==> config.mk <==
export PLATFORM = sky130hd
export DESIGN_NAME = serial_frame_tx_flat
export DESIGN_NICKNAME = d
export VERILOG_FILES = /design/src/rtl/serial_frame_tx_if.sv /design/src/rtl/serial_frame_tx.sv /design/src/flat_wrapper.sv
export SDC_FILE = /design/constraint.sdc
export NUM_CORES = 1
export LEC_CHECK = 0
export ABC_AREA = 1
export CAP_MARGIN = 20
export CORE_UTILIZATION = 48
export DETAILED_ROUTE_END_ITERATION = 8
export GPL_TIMING_DRIVEN = 0
export PLACE_DENSITY = 0.79
export SYNTH_ARGS = -nofsm -noshare
export SYNTH_HDL_FRONTEND = slang
export SYNTH_SLANG_ARGS = --single-unit
==> constraint.sdc <==
create_clock -name C -period 1.36 [get_ports C]
set_input_delay 0.204 -clock C [delete_from_list [all_inputs] [get_ports C]]
set_output_delay 0.204 -clock C [all_outputs]
set_load 0.1 [all_outputs]
==> src/rtl/serial_frame_tx_if.sv <==
// Handshake bundle for the serial frame transmitter.
// The producer drives D_IN and LOAD; the transmitter drives the line and its status.
interface serial_frame_tx_if #(
    parameter int unsigned DATA_W = 8
) ();
    logic [DATA_W-1:0] D_IN;
    logic              LOAD;
    logic              READY;
    logic              TX;
    logic              BUSY;
    logic              DONE;

    modport master (
        output D_IN,
        output LOAD,
        input  READY,
        input  TX,
        input  BUSY,
        input  DONE
    );

    modport slave (
        input  D_IN,
        input  LOAD,
        output READY,
        output TX,
        output BUSY,
        output DONE
    );
endinterface

==> src/rtl/serial_frame_tx.sv <==
// Parallel-in / serial-out frame transmitter, LSB first.
// Frame: start (0), data bits, optional even parity, stop (1); every output is registered.
module serial_frame_tx #(
    parameter int unsigned DATA_W       = 8,
    parameter int unsigned CLKS_PER_BIT = 4,
    parameter bit          PARITY_EN    = 1'b1
) (
    input  logic             C,
    input  logic             RE,
    serial_frame_tx_if.slave bus
);
    localparam int unsigned     CycW    = (CLKS_PER_BIT > 1) ? $clog2(CLKS_PER_BIT) : 1;
    localparam int unsigned     BitW    = (DATA_W > 1) ? $clog2(DATA_W) : 1;
    localparam logic [CycW-1:0] CycLast = CycW'(CLKS_PER_BIT - 1);
    localparam logic [BitW-1:0] BitLast = BitW'(DATA_W - 1);

    typedef enum logic [2:0] {StIdle, StStart, StData, StParity, StStop} state_e;

    state_e            r_state, w_state_d;
    logic [CycW-1:0]   r_cyc, w_cyc_d;
    logic [BitW-1:0]   r_bit, w_bit_d;
    logic [DATA_W-1:0] r_shreg, w_shreg_d;
    logic              r_parity, w_parity_d;
    logic              r_tx, w_tx_d;
    logic              r_ready, w_ready_d;
    logic              r_done, w_done_d;
    logic              w_accept;
    logic              w_term;

    assign w_accept = bus.LOAD & r_ready;
    assign w_term   = (r_cyc == CycLast);

    always_ff @(posedge C or posedge RE) begin
        if (RE) begin
            r_state  <= StIdle;
            r_cyc    <= '0;
            r_bit    <= '0;
            r_shreg  <= '0;
            r_parity <= 1'b0;
            r_tx     <= 1'b1;
            r_ready  <= 1'b1;
            r_done   <= 1'b0;
        end else begin
            r_state  <= w_state_d;
            r_cyc    <= w_cyc_d;
            r_bit    <= w_bit_d;
            r_shreg  <= w_shreg_d;
            r_parity <= w_parity_d;
            r_tx     <= w_tx_d;
            r_ready  <= w_ready_d;
            r_done   <= w_done_d;
        end
    end

    always_comb begin
        w_state_d  = r_state;
        w_cyc_d    = r_cyc;
        w_bit_d    = r_bit;
        w_shreg_d  = r_shreg;
        w_parity_d = r_parity;
        // Cycle counter free-runs through every non-idle state, restarting at terminal count.
        if (r_state != StIdle) begin
            w_cyc_d = w_term ? '0 : r_cyc + 1'b1;
        end
        unique case (r_state)
            StIdle: begin
                if (w_accept) begin
                    w_state_d  = StStart;
                    w_cyc_d    = '0;
                    w_bit_d    = '0;
                    w_shreg_d  = bus.D_IN;
                    w_parity_d = ^bus.D_IN;
                end
            end
            StStart: begin
                if (w_term) w_state_d = StData;
            end
            StData: begin
                if (w_term) begin
                    w_shreg_d = r_shreg >> 1;
                    if (r_bit == BitLast) begin
                        w_bit_d   = '0;
                        w_state_d = PARITY_EN ? StParity : StStop;
                    end else begin
                        w_bit_d = r_bit + 1'b1;
                    end
                end
            end
            StParity: begin
                if (w_term) w_state_d = StStop;
            end
            StStop: begin
                if (w_term) w_state_d = StIdle;
            end
            default: w_state_d = StIdle;
        endcase
    end

    // Outputs are decoded from the next state so the registered line is aligned with it.
    always_comb begin
        w_tx_d    = 1'b1;
        w_ready_d = 1'b0;
        unique case (w_state_d)
            StIdle:   w_ready_d = 1'b1;
            StStart:  w_tx_d    = 1'b0;
            StData:   w_tx_d    = w_shreg_d[0];
            StParity: w_tx_d    = w_parity_d;
            default:  w_tx_d    = 1'b1;
        endcase
        w_done_d = (r_state == StStop) && w_term;
    end

    assign bus.TX    = r_tx;
    assign bus.READY = r_ready;
    assign bus.BUSY  = ~r_ready;
    assign bus.DONE  = r_done;
endmodule

==> src/flat_wrapper.sv <==
// flat-port wrapper written by rule: the top's interface ports become plain ports
module serial_frame_tx_flat 
#(
    parameter int unsigned DATA_W       = 8,
    parameter int unsigned CLKS_PER_BIT = 4,
    parameter bit          PARITY_EN    = 1'b1
)
  (C, RE, bus_D_IN, bus_LOAD, bus_READY, bus_TX, bus_BUSY, bus_DONE);
  serial_frame_tx_if #(.DATA_W(DATA_W)) bus_i ();
  input  logic C;
  input  logic RE;
  input wire logic [$bits(bus_i.D_IN)-1:0] bus_D_IN;
  input wire logic [$bits(bus_i.LOAD)-1:0] bus_LOAD;
  output wire logic [$bits(bus_i.READY)-1:0] bus_READY;
  output wire logic [$bits(bus_i.TX)-1:0] bus_TX;
  output wire logic [$bits(bus_i.BUSY)-1:0] bus_BUSY;
  output wire logic [$bits(bus_i.DONE)-1:0] bus_DONE;
  assign bus_i.D_IN = bus_D_IN;
  assign bus_i.LOAD = bus_LOAD;
  assign bus_READY = bus_i.READY;
  assign bus_TX = bus_i.TX;
  assign bus_BUSY = bus_i.BUSY;
  assign bus_DONE = bus_i.DONE;
  serial_frame_tx #(.DATA_W(DATA_W), .CLKS_PER_BIT(CLKS_PER_BIT), .PARITY_EN(PARITY_EN)) u_core (.C(C), .RE(RE), .bus(bus_i));
endmodule
==> flow_metrics.tcl <==
set metrics [dict create \
    finalClockSkew_ps 5.84 \
    yosysSeqAreaShare_pct 43.6 \
    violations "negative setup slack" \
    slew_viol_final 0 \
    antenna_found_initial 0 \
    cp.depth 1 \
    path_max_fanout 3 \
    drv_cap 0 \
    p_per_area_nw_per_um2 2250 \
    cpPeakStageDelay_ps 670 \
    hold_viol 0 \
    synth_ff_type "dfrtp_1" \
    crit_family "flip-flops" \
    tightest_slew_ps 752 \
    crit_arrival_ps 1200 \
    critPathKind "reg2out" \
    antenna_cells 0 \
    cts.reportedPaths.clkPinSlew_ps 120 \
    p_leak_nw 0.821 \
    routabilityCongestion 0.812 \
    ff2ff_setup_slack_ps -30 \
    synth_fa_ha_area_share_pct 3.25 \
    synth-seq-cells 20 \
    synthMuxAreaShare_pct 0 \
    viasPerCell 5.17 \
    cts_tree "built" \
    die_h_um 51.0 \
    rows 17 \
    fin_util_pct 68.5 \
    critPathRequiredTime_ps 1160 \
    cts_buffers 3 \
    synthArstFlopShare_pct 100 \
    relSlewSlack_pct 49.8 \
    syn_avg_cell_area_um2 7.74 \
    grt-ovfl-total 0 \
    synth_area_um2 1150 \
    pre_cts_slack_ps -597 \
    multi_input_area_um2 621 \
    crit_start "u_core.bus.READY$_DFF_PP1_" \
    synth_top_area_share_pct 39.0 \
    drc 0 \
    synth_cell_types 30 \
    synth_top_family_by_area "simple AND/OR/NAND/NOR gates" \
    antenna_left 0 \
    core-area_um2 2230 \
    start_util_pct 51.7 \
    cp-start-kind "flip-flop" \
    fin_area_um2 1530 \
    dp_cells 191 \
    rr_endpoint "u_core.r_shreg[7]$_DFFE_PP0P_" \
    grt_pass1_vias 1019 \
    synth_area_leader_cell "dfrtp_1" \
    final_cells 206 \
    synth.top_cells.by_area "dfrtp_1 39%, nand2_1 20%, inv_1 5.2%" \
    drive_gt1_share_pct 27.5 \
    synth_commonest_cells "62 x nand2_1, 18 x dfrtp_1, 16 x inv_1" \
    vias 1064 \
    period_minus_slack_ps 1400 \
    die-area_um2 2600 \
    crit_slowest_cell "dfstp_4" \
    io_buffers 14 \
    drt_first_pass_iters 4 \
    die_x_um 51.0 \
    cts_max_level 1 \
    hpwlAfterDp_um 1790 \
    drtIter0Drc 38 \
    cts_root_buffer "clkbuf_4" \
    ios 15 \
    fillers 174 \
    synth.most_common_cell "nand2_1" \
    postCtsHoldBufs 0 \
    syn_inst 149 \
    grt_pass1_wl_um 4300 \
    area_delta_synth_final_pct 32.5 \
    cp_num_buf_inv 1 \
    synth_compound_area_share_pct 11.9 \
    max-vdd-ir-drop_uv 1590 \
    clock_path_buffers 2 \
    final-setup-viol-count 8 \
    grt.total_usage_pct 22.0 \
    synth-warning-count 0 \
    clock_sinks 20 \
    synth_xor_area_share_pct 0.759 \
    regArea_um2 508 \
    post_dp_cell_area_um2 1340 \
    min_period_over_period_pct 103 \
    whs_ps 330 \
    final_nets 193 \
    synth-edff-count 0 \
    syn-num-nets 163 \
    worst_slack_ps -41.3 \
    timing.rr.start "u_core.bus.READY$_DFF_PP1_" \
    min-delay-path-class "in2async" \
    reg2regPathDepth 6 \
    worstPathCellList "buf_6" \
    setup_tns_ps -127 \
    wl_per_cell_um 13.3 \
    grt_max_degree 21 \
    synth-simple-area-share_pct 31.8 \
    status "finished with violations" \
    max_freq_mhz 714 \
    clock_latency_ps 300 \
    worst_setup_path_end_kind "output port" \
    rsz0062_at_grt "yes" \
    power_mw 3.43 \
    wl_um 2740 \
]
-- registers in the layout, summed over array words and instances, names as in the netlist --
signal,cells
u_core.r_bit,3
u_core.r_shreg,8
u_core.bus.DONE,1
u_core.r_parity,1
u_core.bus.TX,1
u_core.r_state,3
u_core.bus.READY,1
u_core.r_cyc,2
-- worst max path at each step --
stage,end,slack [ps]
global placement,bus_READY,-590
detailed placement,bus_READY,-600
finish,bus_READY,-40
floorplan,bus_BUSY,-80
CTS,bus_BUSY,-50
global route,u_core.r_shreg[7]$_DFFE_PP0P_,-100
-- placed cells by master (no fill, tap or decap), drive strengths merged --
cell / synthesis / final
a21boi: 1 / 1
a21oi: 1 / 1
a22o: 1 / 1
a22oi: 6 / 6
buf: 2 / 17
clkbuf: 0 / 4
clkdlybuf4s50: 0 / 10
clkinv: 1 / 1
dfrtp: 18 / 18
dfstp: 2 / 2
ha: 3 / 3
inv: 19 / 19
nand2: 63 / 63
nand3: 6 / 6
nand3b: 1 / 1
nor2: 11 / 11
o211ai: 2 / 2
o21a: 1 / 1
o21ai: 6 / 6
o22ai: 1 / 1
o31ai: 1 / 1
or2: 2 / 2
xnor2: 1 / 1
-- per-layer routing --
layer / global-route usage (%) / wire [um] / vias to the layer above
li1: - / - / 533
met1: 27.3 / 1190 / 507
met2: 39.3 / 1430 / 20
met3: 1.79 / 74 / 4
met4: 8.80 / 43 / 0
met5: 0 / 0 / -
-- cells by family after synthesis --
family	after synthesis
buffers and inverters	22
AND/OR/NAND/NOR	83
XOR/XNOR	1
adder cells (fa/ha/maj)	3
flip-flops	20
AO/OA/AOI/OAI	20
-- worst register-to-register path: stages (launching register included) --
cell and delay (ps):
dfstp_4 670, nand2_4 90, nand2_2 90, o211ai_2 120, buf_6 150, nand2_1 50
o21ai_0 90
-- power breakdown --
group	switching (mW)	total [mW]	leakage, nW	internal (mW)
combinational	1.25	2.08	0.544	0.831
sequential	0.178	1.01	0.256	0.830
clock	0.185	0.348	0.0210	0.163
-- cell type report --
cell class | count | area share, %
Inverter | 20 | 5.24
Tap cell | 28 | 2.29
Clock buffer | 4 | 2.37
Sequential cell | 20 | 33.2
Multi-Input combinational cell | 107 | 40.6
Buffer | 2 | 1.47
Timing Repair Buffer | 25 | 14.8
-- timing repair --
action,4_1_cts,5_1_grt
buffers inserted,4,5
pin swaps,4,1
endpoints found under the setup margin,8,16
gates cloned,1,1
resized for setup,37,14
Power figures use the tool's default switching activity.
